<file path="src/rtl/updown_counter.sv">
// Parametrised up/down counter with terminal value, clamped load and cascadable ripple carry.
// Define UPDOWN_COUNTER_SAT_EN to hold at the limits instead of wrapping.
module updown_counter #(
  parameter int unsigned WIDTH = 4,
  parameter int unsigned MAX   = (1 << WIDTH) - 1
) (
  input  logic             clk,
  input  logic             clr,
  input  logic             en,
  input  logic             up,
  input  logic             load,
  input  logic [WIDTH-1:0] din,
  output logic [WIDTH-1:0] q,
  output logic             rco,
  output logic             wrap
);

  localparam logic [WIDTH-1:0] MAX_V = WIDTH'(MAX);

  logic [WIDTH-1:0] count_q, count_d;
  logic             wrap_q, wrap_d;
  logic             term_c;

  // Terminal value depends on direction; drives rco with zero latency.
  always_comb begin
    term_c = up ? (count_q == MAX_V) : (count_q == '0);
  end

  assign rco = en & term_c;

  // Next count: load (clamped) beats enable; the terminal step never relies on overflow.
  always_comb begin
    count_d = count_q;
    wrap_d  = 1'b0;
    if (load) begin
      count_d = (din > MAX_V) ? MAX_V : din;
    end else if (en) begin
      wrap_d = term_c;
      if (term_c) begin
`ifdef UPDOWN_COUNTER_SAT_EN
        count_d = count_q;
`else
        count_d = up ? '0 : MAX_V;
`endif
      end else begin
        count_d = up ? (count_q + WIDTH'(1)) : (count_q - WIDTH'(1));
      end
    end
  end

  always_ff @(posedge clk or posedge clr) begin
    if (clr) begin
      count_q <= '0;
      wrap_q  <= 1'b0;
    end else begin
      count_q <= count_d;
      wrap_q  <= wrap_d;
    end
  end

  assign q    = count_q;
  assign wrap = wrap_q;

endmodule

</file>
<file path="config.mk">
export PLATFORM = sky130hd
export DESIGN_NAME = updown_counter
export DESIGN_NICKNAME = d
export VERILOG_FILES = /design/src/rtl/updown_counter.sv
export SDC_FILE = /design/constraint.sdc
export NUM_CORES = 1
export LEC_CHECK = 0
export BUFFER_PORTS_ARGS = -buffer_cell sky130_fd_sc_hd__clkbuf_2
export CORE_AREA = 10 10 47 49
export CTS_CLUSTER_DIAMETER = 40
export DETAILED_ROUTE_END_ITERATION = 8
export DIE_AREA = 0 0 57 59
export GPL_TIMING_DRIVEN = 0
export MAX_ROUTING_LAYER = met4
export PLACE_DENSITY = 0.58
export SYNTH_ARGS = -nofsm -noshare
export SYNTH_HDL_FRONTEND = slang
export SYNTH_SLANG_ARGS = --single-unit
</file>
<file path="constraint.sdc">
create_clock -name clk -period 1.8 [get_ports clk]
set_clock_uncertainty 0.15 [all_clocks]
set_input_delay 0.09 -clock clk [delete_from_list [all_inputs] [get_ports clk]]
set_output_delay 0.09 -clock clk [all_outputs]
set_load 0.05 [all_outputs]
</file>
==> results.tsv, run 1 <==
stage	metric	value	unit
cts	cts_max_level	1	
min_path	hold_path.class	in2reg	
floorplanning	row_count	14	
synth	synth_cell_type_count	22	
placed_design	placedCellCount	69	
synth	yosysTopAreaCell	dfrtp_1	
floorplanning	die_h	59	um
routing	vias_per_cell	4.59	
global_route	grt_max_degree	10	
routing	routed_wl	1010	um
synth	yosys-top-cells-area	dfrtp_1, ha_1, o31ai_2	
synth	syn_nets	52	
routing	vias	363	
synth	syn_avg_cell_area	9.38	um^2
floorplanning	core-area	1400	um^2
timing	worstMarginPinSlew	0.286	ns
floorplanning	initial_core_util	26.8	%
cells_and_area	utilization	41.1	%
timing	setup_slack	0.101	ns
synth	ys_warn_count	0	
status	outcome	finished, final reports clean	
power_and_ir_drop	irDropWorstVdd	0.378	mV
placed_design	io_buffers	13	
critical_path	startpoint_type	flop	
critical_path	crit_type	reg2reg	
cells_and_area	area_delta_synth_final	53.3	%
global_route	grt_remaining_overflow	0	
floorplanning	die_width	57	um
cts	clock_latency	0.25	ns
cells_and_area	layout-drive-gt1-share	42.9	%
cells_and_area	layout.cells.non_filler	79	
timing	post-route-period-util	94.4	%
timing	tns	0	ns
cts	clk_pin_slew	0.05	ns
critical_path	worstPathRequired	1.77	ns
critical_path	end_kind	flop	
cts	numCtsBuffers	3	
synth	ys_seq_area_share	33.3	%
cells_and_area	nNetsFinal	76	
placed_design	dpl_worst_slack	0.156	ns
global_route	grt_first_pass_wirelength	1700	um
timing	finalSetupViolCount	0	
cts	cts_tree	done	
job	maxCapViolCount	0	
cells_and_area	n_antenna_cell	0	
floorplanning	num_io_pins	15	
cts	cts_root_buf	clkbuf_4	
timing	slew_headroom	81.0	%
routing	ant_nets	0	
timing	hold_viol	0	
timing	finalCriticalPeriod	1.70	ns
routing	dr.pass1.iters	2	
routing	initialDrtViolationCount	1	
timing	finalMaxSlewViolations	0	
floorplanning	die_area	3360	um^2
synth	netlist_area	375	um^2
cts	clockBufferDepth	2	
global_route	grt_util_all_layers	6.50	%
routing	drc	0	
cts	clock-sinks	5	
critical_path	worstPathArrival	1.67	ns
power_and_ir_drop	leakagePower	0.276	nW
critical_path	crit_fanout	5	
synth	netlist.area_leader.share	33.3	%
placed_design	gp_congestion	0.653	
power_and_ir_drop	p_per_area	800	nW/um^2
global_route	antenna_found_initial	0	
synth	synthCells	40	
global_route	grt_pass1_vias	414	
synth	synth_seq_cells	5	
timing	clock.fmax	589	MHz
routing	wl_per_cell	12.7	um
[routing by layer]
layer / global-route usage [%] / vias to the layer above / wire length (um)
li1: - / 184 / -
met1: 6.82 / 165 / 474
met2: 10.1 / 12 / 491
met3: 1.29 / 2 / 30
met4: 6.04 / 0 / 9
met5: - / - / 0
[state kept, by name (all words and copies together), names as in the netlist]
name,count
q,4
wrap,1
[critical path: stages (launching register included)]
cell and delay [ns]:
dfrtp_2 0.45, ha_1 0.33, a21oi_1 0.22, nand3_1 0.12, a31oi_1 0.21, o31ai_1 0.09
[final timing paths]
kind	slack [ns]	cells past startpoint	from	end
setup / recovery	0.10	5	q[2]	q[3]
hold / removal	0.06	3	en	q[2]
setup reg to reg	0.10	5	q[2]	q[3]
hold reg to reg	0.52	2	q[3]	q[3]
max in group asynchronous	1.19	3	clr	q[3]
min in group asynchronous	0.12	3	clr	wrap
[cell usage in the layout (no fill, tap or decap)]
cell type	instances
clkbuf_4	3
nor2_1	3
and3_1	1
buf_6	1
xor2_1	2
nor4_4	1
buf_2	1
xnor2_1	1
clkinv_2	1
nand2_1	5
o31ai_2	2
dlygate4sd3_1	6
nand3_1	2
fa_1	1
ha_1	2
dfrtp_1	1
a21boi_4	1
o31ai_1	1
nand3_2	1
a21oi_1	3
a31oi_1	1
o21ai_0	1
a21o_1	1
dfrtp_2	4
nor2b_1	1
clkbuf_2	12
a21bo_1	1
inv_1	3
[metrics by stage]
stage               hold slack (ns)  total power [W]  cell area [um^2]
floorplan                    -0.282         0.000271               387
global placement             -0.172         0.000312               472
global route                 0.0750         0.000497               576
finish                       0.0609         0.000460               576
detailed placement           -0.171         0.000314               472
CTS                          0.0584         0.000460               562
[layout make-up]
type | instances | area, um^2
inverters | 3 | 11.3
clock inverters | 1 | 5.00
flip-flops and latches | 5 | 130
multi-input cells | 31 | 250
repair buffers | 19 | 131
clock buffers | 3 | 22.5
well taps | 16 | 20.0
fillers | 147 | 826
plain buffers | 1 | 5.00
[synthesized netlist by cell type]
cell type	instances
dfrtp_1	5
nand2_1	5
a21oi_1	3
inv_1	3
nor2_1	3
ha_1	2
nand3_1	2
o31ai_2	2
xor2_1	2
a21bo_1	1
a21boi_2	1
a21o_1	1
a31oi_1	1
and3_1	1
buf_2	1
fa_1	1
nand3_2	1
nor2b_1	1
nor4_2	1
o21ai_0	1
o31ai_1	1
xnor2_1	1
[power by group]
| part | internal [W] | total, W | switching (W) |
|---|---|---|---|
| sequential | 0.000128 | 0.000155 | 0.0000269 |
| combinational | 0.0000673 | 0.000175 | 0.000108 |
| clock | 0.0000806 | 0.000130 | 0.0000498 |
[logic make-up after synthesis]
group           share of synthesized area (%)
buf+inv                                  4.33
compound gates                           23.3
simple gates                             20.0
fa+ha+maj                                12.0
xor+xnor                                 7.00
flops                                    33.3
[what timing repair did]
item	in CTS	in global routing
setup endpoints to repair	1	1
buffers inserted	0	0
resized for setup	1	4
endpoints found under the hold margin	10	0
hold buffers	6	0
Power figures use the tool's default switching activity.
==> run 2, diff against run 1 <==
- PLACE_DENSITY: 0.58 -> 0.6
- clock period: 1.8 -> 1.4 ns (I/O delays scaled with it)
==> run 2 against run 1 <==
  * The flow now finishes with violations (negative setup slack)
  * Total power up 43%
  * Clock power up 32%
  * Non-clock buffer count up 7
  * Worst setup slack worse by 0.34 ns
==> results.tsv, run 2 (synthesized netlist as in run 1, its figures left out) <==
stage	metric	value	unit
status	outcome	finished with violations	
status	failed_checks	negative setup slack	
timing	hold_viol	0	
cts	clock_latency	0.24	ns
global_route	grt_max_degree	10	
cells_and_area	layout-drive-gt1-share	50.0	%
timing	slew_headroom	81.4	%
floorplanning	die_area	3360	um^2
critical_path	worstPathRequired	1.18	ns
timing	setup_slack	-0.234	ns
cts	numCtsBuffers	3	
global_route	grt_util_all_layers	7.84	%
routing	wl_met2	693	um
routing	wl_per_cell	14.9	um
cts	cts_max_level	1	
power_and_ir_drop	p_per_area	1010	nW/um^2
job	maxCapViolCount	0	
floorplanning	initial_core_util	26.8	%
routing	met3_length	37	um
routing	met1_length	531	um
floorplanning	row_count	14	
placed_design	io_buffers	13	
global_route	antenna_found_initial	0	
cts	clock-sinks	5	
floorplanning	num_io_pins	15	
placed_design	dpl_worst_slack	-0.253	ns
critical_path	worstPathArrival	1.41	ns
timing	finalCriticalPeriod	1.63	ns
floorplanning	die_h	59	um
cts	cts_tree	done	
timing	finalMaxSlewViolations	0	
cells_and_area	largest_register_ffs	4	
cells_and_area	fin_area	649	um^2
cells_and_area	n_antenna_cell	0	
cells_and_area	final_cell_mix	clkbuf_2, buf_4, dlygate4sd3_1, nand2_1, dfrtp_2	
placed_design	dp_hpwl	796	um
placed_design	placedCellCount	69	
cts	cts_root_buf	clkbuf_4	
floorplanning	die_width	57	um
cells_and_area	layout.cells.non_filler	86	
timing	worstMarginPinSlew	0.281	ns
cts	clockBufferDepth	2	
routing	dr.pass1.iters	4	
global_route	grt_pass1_vias	478	
cells_and_area	area_delta_synth_final	73.0	%
global_route	grt_first_pass_wirelength	2080	um
cells_and_area	layout_commonest_cell	clkbuf_2	
power_and_ir_drop	leakagePower	0.310	nW
critical_path	crit_fanout	3	
timing	clock.fmax	612	MHz
min_path	hold_path.class	in2reg	
routing	vias	419	
cells_and_area	num-fill-cells	151	
floorplanning	core-area	1400	um^2
critical_path	end_kind	output port	
cells_and_area	nNetsFinal	83	
routing	ant_nets	0	
cells_and_area	utilization	46.3	%
cts	clk_pin_slew	0.04	ns
timing	post-route-period-util	117	%
routing	drc	0	
critical_path	startpoint_type	flop	
routing	top_layer_used	met4	
power_and_ir_drop	irDropWorstVdd	0.544	mV
timing	finalSetupViolCount	4	
routing	initialDrtViolationCount	12	
timing	rsz0062_at_grt	true	
placed_design	postPlaceCellArea	473	um^2
critical_path	crit_type	reg2out	
global_route	grt_remaining_overflow	0	
routing	vias_per_cell	4.87	
routing	routed_wl	1280	um
placed_design	gp_congestion	0.754	
## run 2: final cells by class
class / count / area [um^2] / area share [%]
Clock buffer: 4 / 26.3 / 4.05
Inverter: 3 / 11.3 / 1.73
Timing Repair Buffer: 26 / 190 / 29.3
Tap cell: 16 / 20.0 / 3.08
Multi-Input combinational cell: 31 / 267 / 41.0
Buffer: 1 / 5.00 / 0.771
Sequential cell: 5 / 130 / 20.0
## run 2: layer usage
layer  GRT usage, %  vias up
met5              -        -
met3           2.36        2
met1           7.54      203
li1               -      202
met4           3.69        0
met2           14.1       12
## run 2: final timing paths
| check | from | endpoint | slack [ns] | depth (start not counted) |
|---|---|---|---|---|
| hold reg to reg | q[3] | q[3] | 0.51 | 2 |
| setup / recovery | q[2] | rco | -0.23 | 4 |
| setup reg to reg | q[0] | q[2] | -0.20 | 4 |
| max in group asynchronous | clr | q[3] | 0.79 | 3 |
| min in group asynchronous | clr | q[1] | 0.12 | 3 |
| hold / removal | en | q[3] | 0.04 | 3 |
## run 2: report_power, final
part           switching [W]  internal, W  total, W
combinational       0.000164     0.000128  0.000291
sequential         0.0000305     0.000164  0.000195
clock              0.0000628     0.000108  0.000171
total               0.000257     0.000400  0.000657
## run 2: worst max-delay path, stage by stage, from the launching register on
cell	delay (ns)
dfrtp_2	0.44
nor4_4	0.27
nand2_1	0.13
a21boi_4	0.16
buf_8	0.16
## run 2: metrics by stage
| stage | setup TNS (ns) | hold slack, ns | total power, W |
|---|---|---|---|
| after global routing | -0.968 | 0.111 | 0.000687 |
| after floorplan | -1.06 | -0.302 | 0.000349 |
| after global placement | -0.543 | -0.191 | 0.000400 |
| final | -0.655 | 0.0416 | 0.000657 |
| after detailed placement | -0.720 | -0.182 | 0.000408 |
| after CTS | -0.684 | 0.0318 | 0.000654 |
## run 2: repair_timing
item / CTS / global route
gates resized for setup: 6 / 2
hold buffers: 6 / 0
hold endpoints to repair: 10 / 0
gates cloned: 0 / 0
endpoints found under the setup margin: 5 / 6
pin swaps: 5 / 2
setup buffers: 7 / 0
